## src/rtl/load_store_unit.sv

```systemverilog
// load_store_unit: memory-side initiator for the core's data path.
// Accepts one load/store at a time and drives a single-ported word memory
// with combinational read data. Byte stores are done as read-modify-write
// because the memory only has a word-wide write enable. Misaligned word
// accesses and addresses beyond the memory are completed as faults without
// touching memory.
//
// Handshake: a request is taken on a rising edge where req=1, the unit is
// idle (busy=0) and at least one edge has passed since reset released;
// a req seen while busy is dropped, not queued. Every accepted request ends
// with exactly one done pulse (unless reset aborts it), and rdata/fault are
// valid from the done cycle until the next accept (rdata only changes on a
// completed load).
module load_store_unit #(
    parameter int ADDR_BITS = 8
) (
    input  logic                 clk,
    input  logic                 reset,
    input  logic                 req,
    input  logic                 req_we,
    input  logic                 req_byte,
    input  logic [31:0]          req_addr,
    input  logic [31:0]          req_wdata,
    output logic                 busy,
    output logic                 done,
    output logic [31:0]          rdata,
    output logic                 fault,
    output logic                 mem_we,
    output logic [ADDR_BITS-1:0] mem_addr,
    output logic [31:0]          mem_wdata,
    input  logic [31:0]          mem_rdata,
    output logic [1:0]           dbg_state
);

    typedef enum logic [1:0] {
        S_IDLE  = 2'd0,
        S_READ  = 2'd1,
        S_WRITE = 2'd2,
        S_RESP  = 2'd3
    } state_t;

    state_t                r_state;
    logic                  r_armed;
    logic                  r_we;
    logic                  r_byte;
    logic [1:0]            r_lane;
    logic [7:0]            r_wbyte;
    logic                  r_busy;
    logic                  r_done;
    logic [31:0]           r_rdata;
    logic                  r_fault;
    logic                  r_mem_we;
    logic [ADDR_BITS-1:0]  r_mem_addr;
    logic [31:0]           r_mem_wdata;

    logic                  w_accept;
    logic                  w_misaligned;
    logic                  w_out_of_range;
    logic                  w_fault_in;
    logic [7:0]            w_rd_byte;
    logic [31:0]           w_merged;

    // Accept decode and fault classification of the incoming request.
    always_comb begin
        w_accept       = req && r_armed && (r_state == S_IDLE);
        w_misaligned   = !req_byte && (req_addr[1:0] != 2'b00);
        w_out_of_range = (req_addr >> ADDR_BITS) != 32'd0;
        w_fault_in     = w_misaligned || w_out_of_range;
    end

    // Byte-lane extraction for byte loads and lane merge for byte stores.
    always_comb begin
        w_rd_byte = 8'h00;
        w_merged  = mem_rdata;
        case (r_lane)
            2'd0: begin
                w_rd_byte      = mem_rdata[7:0];
                w_merged[7:0]  = r_wbyte;
            end
            2'd1: begin
                w_rd_byte      = mem_rdata[15:8];
                w_merged[15:8] = r_wbyte;
            end
            2'd2: begin
                w_rd_byte       = mem_rdata[23:16];
                w_merged[23:16] = r_wbyte;
            end
            default: begin
                w_rd_byte       = mem_rdata[31:24];
                w_merged[31:24] = r_wbyte;
            end
        endcase
    end

    // Request FSM with all outputs registered; r_armed blocks a req that
    // arrives in the cycle reset releases.
    always_ff @(posedge clk or posedge reset) begin
        if (reset) begin
            r_state     <= S_IDLE;
            r_armed     <= 1'b0;
            r_we        <= 1'b0;
            r_byte      <= 1'b0;
            r_lane      <= 2'd0;
            r_wbyte     <= 8'h00;
            r_busy      <= 1'b0;
            r_done      <= 1'b0;
            r_rdata     <= 32'd0;
            r_fault     <= 1'b0;
            r_mem_we    <= 1'b0;
            r_mem_addr  <= '0;
            r_mem_wdata <= 32'd0;
        end else begin
            r_armed <= 1'b1;
            case (r_state)
                S_IDLE: begin
                    if (w_accept) begin
                        r_we    <= req_we;
                        r_byte  <= req_byte;
                        r_lane  <= req_addr[1:0];
                        r_wbyte <= req_wdata[7:0];
                        r_fault <= 1'b0;
                        r_busy  <= 1'b1;
                        if (w_fault_in) begin
                            r_fault <= 1'b1;
                            r_done  <= 1'b1;
                            r_state <= S_RESP;
                        end else begin
                            r_mem_addr <= {req_addr[ADDR_BITS-1:2], 2'b00};
                            if (req_we && !req_byte) begin
                                r_mem_we    <= 1'b1;
                                r_mem_wdata <= req_wdata;
                                r_state     <= S_WRITE;
                            end else begin
                                r_state <= S_READ;
                            end
                        end
                    end
                end
                S_READ: begin
                    if (r_we) begin
                        r_mem_we    <= 1'b1;
                        r_mem_wdata <= w_merged;
                        r_state     <= S_WRITE;
                    end else begin
                        r_rdata <= r_byte ? {24'd0, w_rd_byte} : mem_rdata;
                        r_done  <= 1'b1;
                        r_state <= S_RESP;
                    end
                end
                S_WRITE: begin
                    r_mem_we <= 1'b0;
                    r_done   <= 1'b1;
                    r_state  <= S_RESP;
                end
                S_RESP: begin
                    r_done  <= 1'b0;
                    r_busy  <= 1'b0;
                    r_state <= S_IDLE;
                end
                default: begin
                    r_mem_we <= 1'b0;
                    r_done   <= 1'b0;
                    r_busy   <= 1'b0;
                    r_state  <= S_IDLE;
                end
            endcase
        end
    end

    // Drive ports straight from the registers.
    always_comb begin
        busy      = r_busy;
        done      = r_done;
        rdata     = r_rdata;
        fault     = r_fault;
        mem_we    = r_mem_we;
        mem_addr  = r_mem_addr;
        mem_wdata = r_mem_wdata;
        dbg_state = r_state;
    end

endmodule

```

## config.mk

```make
export PLATFORM = sky130hd
export DESIGN_NAME = load_store_unit
export DESIGN_NICKNAME = d
export VERILOG_FILES = /design/src/rtl/load_store_unit.sv
export SDC_FILE = /design/constraint.sdc
export NUM_CORES = 1
export LEC_CHECK = 0
export ABC_AREA = 1
export CELL_PAD_IN_SITES_DETAIL_PLACEMENT = 1
export CELL_PAD_IN_SITES_GLOBAL_PLACEMENT = 2
export CORE_UTILIZATION = 24
export CTS_CLUSTER_DIAMETER = 120
export DETAILED_ROUTE_END_ITERATION = 10
export PLACE_DENSITY_LB_ADDON = 0.1
export SYNTH_ARGS = -nofsm -noshare
export SYNTH_HDL_FRONTEND = slang
export SYNTH_SLANG_ARGS = --single-unit
export TNS_END_PERCENT = 50
```

## constraint.sdc

```tcl
create_clock -name clk -period 7.2 [get_ports clk]
set_clock_uncertainty 0.15 [all_clocks]
set_input_delay 2.16 -clock clk [delete_from_list [all_inputs] [get_ports clk]]
set_output_delay 2.16 -clock clk [all_outputs]
set_load 0.05 [all_outputs]
```

==> flow_metrics.tcl, run 1 <==
set metrics [dict create \
    antenna_found_initial 0 \
    cp_common_cell "nand2_1" \
    area_delta_synth_final_pct 45.7 \
    setup_viol 0 \
    clockBufferDepth 2 \
    peakVddDrop_mv 0.220 \
    drc_errors 0 \
    ios 179 \
    syn_inst 631 \
    reg2reg_slack_ns 3.41 \
    synth_area_sq_mm 0.00478 \
    synth_cell_type_count 31 \
    cp_max_fo 33 \
    arrival_ns 4.59 \
    avgViaCountPerCell 4.58 \
    cts_tree "built" \
    min_period_over_period 0.626 \
    hold_buffers 0 \
    post-dp-hpwl_mm 14.1 \
    ys_top_cells_by_area "dfrtp_1 (47%), nand2_1 (16%), a21oi_1 (6.1%)" \
    layout_min_cycle_time_ns 4.51 \
    min_path_type "register to register" \
    grt_first_pass_wirelength_mm 28.9 \
    powerDensity_mw_per_mm2 486 \
    drtAntennaViolNets 0 \
    clock-sinks 89 \
    overflow 0 \
    drt_wl_total_mm 18.5 \
    vias 4804 \
    cap_violations 0 \
    grt_use_total 0.188 \
    synthArstFlopShare 1.00 \
    drive_gt1_frac 0.0446 \
    cp_top_family "simple AND/OR/NAND/NOR gates" \
    grt_pass1_vias 5060 \
    fin_tns_setup_ns 0 \
    ys.flop_type "dfrtp_1" \
    avgSynthCellArea_sq_um 7.57 \
    setup_slack_ns 2.69 \
    die_x_microns 143 \
    cp_slowest_stage_delay_ns 0.80 \
    rsz0062_at_grt "false" \
    path_cells "clkdlybuf4s50_1, nand2_1, inv_1, nand2_2, o22ai_4, nand3_4, nand2_1, nand2_1" \
    portBuffers 176 \
    post_cts_buffers 0 \
    crit_buf_inv 2 \
    clock_latency_ns 0.34 \
    yosysMostFrequentCell "nand2_1" \
    die_area_sq_mm 0.0205 \
    drtIter0Drc 250 \
    cts_buffers 9 \
    p_leak_nw 3.21 \
    start_util 0.246 \
    cts-root-buf "clkbuf_16" \
    maxSlewViolCount 0 \
    hold_viol 0 \
    worst_setup_path_start_kind "input port" \
    grt_max_degree 56 \
    synth_commonest_cells "nand2_1 (204), dfrtp_1 (89), a21oi_1 (58)" \
    fmax_mhz 222 \
    die_h_microns 143 \
    path_clk_slew_ns 0.07 \
    endpoint_kind "register" \
    pre_cts_ws_ns 2.34 \
    cts_resized 0 \
    crit_type "input port to register" \
    yosys_warnings 0 \
    max-slew-margin-rel 0.388 \
    wire_per_inst_microns 17.6 \
    seq_area_frac_synth 0.466 \
    ctsHtreeMaxLevel 3 \
    synth_seq_cells 89 \
    core-area_sq_mm 0.0195 \
    drtPass1Iterations 4 \
    std_cell_rows 51 \
    antenna_cells 0 \
    required_ns 7.28 \
    status "completed" \
    gp_congestion 0.824 \
    worstMarginPinSlew_ns 0.919 \
    yosysTopAreaCell "dfrtp_1" \
    nets 886 \
    cp_slowest_cell "o22ai_4" \
    synth_top_area_share 0.466 \
    synth_edf_count 0 \
]
worst register-to-register path, cell delays in order (launching register included):
cell and delay [ns]:
dfrtp_1 0.44, inv_1 0.10, ha_1 0.19, buf_4 0.24
inv_2 0.51, nor2_4 0.26, inv_2 0.61, buf_4 0.50
nand3_4 0.39, nand2_1 0.21, nand2_1 0.07
state kept, by name, summed over array words and instances, names as in the netlist:
| signal | flops |
|---|---|
| mem_wdata | 32 |
| mem_we | 1 |
| mem_addr | 6 |
| r_wbyte | 8 |
| busy | 1 |
| done | 1 |
| r_armed | 1 |
| fault | 1 |
| r_lane | 2 |
| r_byte | 1 |
| rdata | 32 |
| dbg_state | 2 |
| r_we | 1 |
kinds of logic (layout without fill, tap and decap cells):
| family | after synthesis | in the layout | synth area share |
|---|---|---|---|
| buf+inv | 99 | 252 | 0.0945 |
| flops | 89 | 89 | 0.466 |
| simple gates | 313 | 313 | 0.279 |
| mux | 1 | 1 | 0.00236 |
| compound gates | 123 | 123 | 0.146 |
| other cells | 2 | 3 | 0.00157 |
| fa+ha+maj | 4 | 4 | 0.0105 |
layout by cell type (no fill, tap or decap), drive strengths merged, types with 3 or more instances in the layout:
cell type,synthesis,routed
o31ai,10,10
ha,4,4
nand2,209,209
nand4,35,35
clkbuf,12,10
dfrtp,89,89
inv,57,56
clkinv,1,5
nor2,48,48
a21oi,58,58
buf,29,3
o2111ai,7,7
clkdlybuf4s50,0,176
nand3,19,19
o21ai,36,36
conb,2,3
o22ai,10,10
final cells by class:
cell class | count | area, sq um
clock buffers | 10 | 239
clock inverters | 5 | 56.3
fillers | 2333 | 12500
inverters | 58 | 219
multi-input cells | 444 | 2100
flip-flops and latches | 89 | 2230
well taps | 265 | 332
repair buffers | 179 | 1780
report_power, final:
part	internal (W)	switching, W
logic	0.000613	0.00138
clock network	0.000276	0.000207
registers	0.000721	0.000183
total	0.00161	0.00177
final timing paths:
check	start	end	depth (start not counted)
worst max-delay path	req	mem_wdata[9]$_DFFE_PP0P_	8
worst min-delay path	mem_wdata[13]$_DFFE_PP0P_	mem_wdata[13]$_DFFE_PP0P_	2
worst max register to register	dbg_state[1]$_DFFE_PP0P_	mem_wdata[9]$_DFFE_PP0P_	10
worst min register to register	mem_wdata[13]$_DFFE_PP0P_	mem_wdata[13]$_DFFE_PP0P_	2
max in group asynchronous	reset	mem_wdata[9]$_DFFE_PP0P_	3
min in group asynchronous	reset	rdata[25]$_DFFE_PP0P_	2
stage by stage:
step / std cells / instance area (sq um) / power, W / hold WS [ns] / util
3_5_place_dp: 1035 / 6670 / 0.00292 / 0.309 / 0.343
3_3_place_gp: 1035 / 6670 / 0.00289 / 0.310 / 0.343
2_1_floorplan: 632 / 4780 / 0.00226 / 0.362 / -
4_1_cts: 1050 / 6960 / 0.00343 / 0.326 / 0.358
6_report: 1050 / 6960 / 0.00338 / 0.323 / 0.358
5_1_grt: 1050 / 6960 / 0.00361 / 0.344 / 0.358
routing by layer:
metal | part of all wire | up-vias | routed length (microns) | GRT usage
li1 | - | 2358 | - | -
met1 | 0.46 | 2304 | 8520 | 0.247
met2 | 0.48 | 133 | 8850 | 0.312
met3 | 0.052 | 9 | 951 | 0.0349
met4 | 0.0075 | 0 | 138 | 0.0549
met5 | 0 | - | 0 | 0
(Power assumes the default switching activity.)
==> run 2, diff against run 1 <==
CORE_UTILIZATION = 22   (was 24)
clock period = 4.1 ns   (was 7.2 ns; I/O delays follow)
==> run 2 against run 1 <==
  * Final cell count is 1.0% higher
  * Clock power increased by 67%
  * Wire length increased by 3.0%
  * Global-route usage is 1.3 points lower
  * Worst hold slack better by 0.0030 ns
  * Count of clock-buffer cells in the layout is the same
  * Combinational power up 77%
  * Design area is 0.23% higher
  * Critical path type unchanged
  * Critical endpoint is now mem_wdata[12]$_DFFE_PP0P_
  * Largest power group unchanged
  * Highest routed layer is now met5
==> flow_metrics.tcl, run 2 (same netlist as run 1, synthesis figures left out) <==
set metrics [dict create \
    status "completed" \
    reg2reg_to "rdata[7]$_DFFE_PP0P_" \
    overflow 0 \
    drtIter0Drc 318 \
    min_from "mem_wdata[17]$_DFFE_PP0P_" \
    clock_latency_ns 0.35 \
    worst_hold_path.endpoint "mem_wdata[17]$_DFFE_PP0P_" \
    setup_slack_ns 1.00 \
    antenna_cells 0 \
    hold_depth 2 \
    post_cts_buffers 0 \
    pre_cts_ws_ns 0.587 \
    fmax_mhz 323 \
    worst_setup_path_start_kind "input port" \
    cts_resized 0 \
    clock-sinks 89 \
    drt_wl_total_mm 19.0 \
    min_path_type "register to register" \
    layout_min_cycle_time_ns 3.10 \
    avgViaCountPerCell 4.55 \
    cts-root-buf "clkbuf_16" \
    p_leak_nw 3.20 \
    hold_buffers 0 \
    cp_slowest_stage_delay_ns 0.42 \
    layout_common_cells "nand2_1 (204), clkdlybuf4s50_1 (176), dfrtp_1 (89)" \
    endpoint_kind "register" \
    reg2reg_depth 8 \
    crit_buf_inv 1 \
    cap_violations 0 \
    die_x_microns 149 \
    ios 179 \
    grt_pass1_vias 5041 \
    core-area_sq_mm 0.0212 \
    area_delta_synth_final_pct 46.0 \
    hold_viol 0 \
    grt_max_degree 63 \
    max-slew-margin-rel 0.500 \
    grt_use_total 0.175 \
    drc_errors 0 \
    cts_tree "built" \
    std_cell_rows 53 \
    antenna_found_initial 1 \
    wire_per_inst_microns 17.9 \
    cp_top_family "simple AND/OR/NAND/NOR gates" \
    ctsHtreeMaxLevel 3 \
    die_area_sq_mm 0.0223 \
    reg2reg_slack_ns 1.07 \
    path_clk_slew_ns 0.07 \
    clockBufferDepth 2 \
    die_h_microns 149 \
    grt_first_pass_wirelength_mm 29.2 \
    rr_startpoint "dbg_state[1]$_DFFE_PP0P_" \
    cp_slowest_cell "clkdlybuf4s50_1" \
    drive_gt1_frac 0.0458 \
    cp_common_cell "nand2_1" \
    post-dp-hpwl_mm 14.4 \
    worstMarginPinSlew_ns 0.749 \
    start_util 0.226 \
    rsz0062_at_grt "false" \
    required_ns 4.19 \
    cp_max_fo 35 \
    arrival_ns 3.19 \
    fin_tns_setup_ns 0 \
    setup_viol 0 \
    crit_type "input port to register" \
    powerDensity_mw_per_mm2 849 \
    portBuffers 176 \
    maxSlewViolCount 0 \
    min_period_over_period 0.756 \
    final_common_cell "nand2_1" \
    drtPass1Iterations 4 \
    drtAntennaViolNets 0 \
    peakVddDrop_mv 0.355 \
    gp_congestion 0.888 \
    cts_buffers 9 \
    vias 4831 \
    nets 887 \
    path_cells "clkdlybuf4s50_1, o21ai_0, nand2_1, nor2_2, nand2_2, nand2_4, nand3_4, nand2_1, nand2_1" \
]
run 2: cell count changes in the layout (fill, tap and decap cells not counted), sizes merged:
cell / previous run / this run
buf: 3 / 4
bufinv: 1 / 0
clkinv: 5 / 2
clkinvlp: 1 / 3
inv: 56 / 58
run 2: metal layers:
layer,up-vias,part of all wire,global-route usage
li1,2364,-,-
met1,2315,0.46,0.230
met2,137,0.47,0.288
met3,13,0.059,0.0382
met4,2,0.010,0.0449
met5,-,0.00068,0
run 2: final cells by class:
type / count / area, sq um
Fill cell: 2511 / 14200
Sequential cell: 89 / 2230
Multi-Input combinational cell: 444 / 2100
Timing Repair Buffer: 180 / 1800
Tap cell: 275 / 344
Clock buffer: 10 / 239
Inverter: 58 / 219
Clock inverter: 5 / 40.0
run 2: worst max path at each step:
stage                       from                         to  depth (start not counted)
floorplan                  reset           busy$_DFFE_PP0P_                          1
global placement    req_addr[24]   mem_wdata[6]$_DFFE_PP0P_                         11
detailed placement  req_addr[24]  mem_wdata[25]$_DFFE_PP0P_                         11
CTS                 req_addr[24]  mem_wdata[25]$_DFFE_PP0P_                         11
global route        req_addr[24]  mem_wdata[24]$_DFFE_PP0P_                         11
finish               req_addr[1]  mem_wdata[12]$_DFFE_PP0P_                          9
run 2: through the flow:
step | total power, W | cell area, sq um | hold slack [ns] | instances | util
floorplan | 0.00398 | 4780 | 0.362 | 632 | -
CTS | 0.00600 | 6980 | 0.334 | 1061 | 0.330
global route | 0.00633 | 6980 | 0.356 | 1061 | 0.330
detailed placement | 0.00516 | 6700 | 0.316 | 1046 | 0.317
global placement | 0.00510 | 6700 | 0.315 | 1046 | 0.317
finish | 0.00592 | 6980 | 0.326 | 1061 | 0.330
run 2: tightest hold or removal path, stage by stage (launching register included):
cell and delay, ns:
dfrtp_1 0.35, nand2_1 0.05, nand2_1 0.04
run 2: report_power, final:
group | total (W) | switching, W | internal [W] | leakage, nW
sequential | 0.00158 | 0.000318 | 0.00127 | 1.11
combinational | 0.00353 | 0.00244 | 0.00108 | 1.97
clock | 0.000809 | 0.000380 | 0.000429 | 0.128
==> run 3, diff against run 2 <==
CORE_UTILIZATION = 24   (was 22)
clock period = 3 ns   (was 4.1 ns; I/O delays follow)
==> run 3 against run 2 <==
  * Non-clock buffer count up 7
  * Setup slack worse by 0.68 ns
  * Critical path type is now register to output port
  * Via count up 1.8%
==> flow_metrics.tcl, run 3 (same netlist as run 1, synthesis figures left out) <==
set metrics [dict create \
    status "completed" \
    crit_type "register to output port" \
    arrival_ns 1.63 \
    place_inst 1043 \
    grt_use_total 0.186 \
    nets 894 \
    drc_errors 0 \
    overflow 0 \
    required_ns 1.95 \
    final_common_cell "nand2_1" \
    post_dp_cell_area_sq_mm 0.00675 \
    hold_viol 0 \
    die_h_microns 143 \
    clockBufferDepth 2 \
    area_delta_synth_final_pct 47.2 \
    final_cells 1059 \
    p_leak_nw 3.24 \
    post_cts_buffers 0 \
    worst_setup_path_start_kind "register" \
    hold_depth 2 \
    maxSlewViolCount 0 \
    worstMarginPinSlew_ns 0.745 \
    cp_max_fo 5 \
    cp.depth 1 \
    cap_violations 0 \
    regArea_sq_mm 0.00223 \
    drtIter0Drc 241 \
    cts_tree "built" \
    std_cell_rows 51 \
    die_area_sq_mm 0.0205 \
    drtAntennaViolNets 0 \
    start_util 0.246 \
    min_period_over_period 0.892 \
    peakVddDrop_mv 0.414 \
    cts-root-buf "clkbuf_16" \
    antenna_cells 0 \
    min_path_type "register to register" \
    max-slew-margin-rel 0.502 \
    final_util 0.362 \
    fillCellCount 2352 \
    powerDensity_mw_per_mm2 1160 \
    ios 179 \
    avgViaCountPerCell 4.64 \
    grt_first_pass_wirelength_mm 28.3 \
    vias 4918 \
    path_clk_slew_ns 0.07 \
    clock-sinks 89 \
    cts_resized 0 \
    cp_slowest_stage_delay_ns 0.84 \
    portBuffers 176 \
    grt_max_degree 90 \
    fmax_mhz 374 \
    endpoint_kind "output port" \
    gp_congestion 0.837 \
    drt_wl_total_mm 18.7 \
    ctsHtreeMaxLevel 3 \
    antenna_found_initial 0 \
    hold_buffers 0 \
    cp_slowest_cell "clkdlybuf4s50_1" \
    clock_latency_ns 0.35 \
    layout_common_cells "nand2_1 (204), clkdlybuf4s50_1 (176), dfrtp_1 (89)" \
    reg2reg_depth 7 \
    cts_buffers 9 \
    drive_gt1_frac 0.0542 \
    finish.instance_area_sq_mm 0.00704 \
    crit_buf_inv 1 \
    multi_input_area_sq_mm 0.00210 \
    rsz0062_at_grt "false" \
    core-area_sq_mm 0.0195 \
    cp_top_family "buffers and inverters" \
    layout_min_cycle_time_ns 2.68 \
    fin_tns_setup_ns 0 \
    wire_per_inst_microns 17.7 \
    die_x_microns 143 \
    reg2reg_slack_ns 0.83 \
    drtPass1Iterations 4 \
    post-dp-hpwl_mm 14.1 \
    path_cells "clkdlybuf4s50_1" \
    grt_pass1_vias 5068 \
    setup_viol 0 \
]
-- run 3: cell types whose count changed in the layout (fill, tap and decap cells not counted) --
| cell | change |
|---|---|
| buf_12 | +1 |
| inv_6 | -1 |
| clkinv_4 | +1 |
| clkinvlp_4 | +1 |
| clkinv_2 | -1 |
| clkbuf_1 | +1 |
| buf_4 | +6 |
-- run 3: final cells by class --
cell class	instances	area share
Inverter	58	0.0315
Tap cell	265	0.0471
Multi-Input combinational cell	444	0.299
Clock inverter	5	0.00569
Clock buffer	11	0.0345
Timing Repair Buffer	187	0.266
Sequential cell	89	0.317
-- run 3: report_power, final --
group,leakage [nW],internal [W],switching (W)
logic,2.00,0.00154,0.00340
registers,1.11,0.00173,0.000396
clock network,0.128,0.000589,0.000512
-- run 3: final timing paths --
check | startpoint | endpoint
worst max-delay path | dbg_state[0]$_DFFE_PP0P_ | dbg_state[0]
worst min-delay path | mem_we$_DFFE_PP0P_ | mem_we$_DFFE_PP0P_
worst max register to register | dbg_state[0]$_DFFE_PP0P_ | mem_wdata[16]$_DFFE_PP0P_
worst min register to register | mem_we$_DFFE_PP0P_ | mem_we$_DFFE_PP0P_
max in group asynchronous | reset | rdata[7]$_DFFE_PP0P_
min in group asynchronous | reset | rdata[20]$_DFFE_PP0P_
-- run 3: per-stage QoR --
stage | worst slack [ns] | total power, W | hold WS (ns)
2_1_floorplan | 0.914 | 0.00543 | 0.362
3_3_place_gp | 0.192 | 0.00704 | 0.314
3_5_place_dp | 0.143 | 0.00714 | 0.315
4_1_cts | 0.309 | 0.00828 | 0.334
5_1_grt | 0.276 | 0.00869 | 0.359
6_report | 0.324 | 0.00817 | 0.328
-- run 3: routing by layer --
metal,share of wire,GRT usage,routed length (microns),up-vias
li1,-,-,-,2380
met1,0.44,0.233,8280,2391
met2,0.49,0.322,9160,136
met3,0.058,0.0376,1080,11
met4,0.010,0.0481,190,0
met5,0,0,0,-
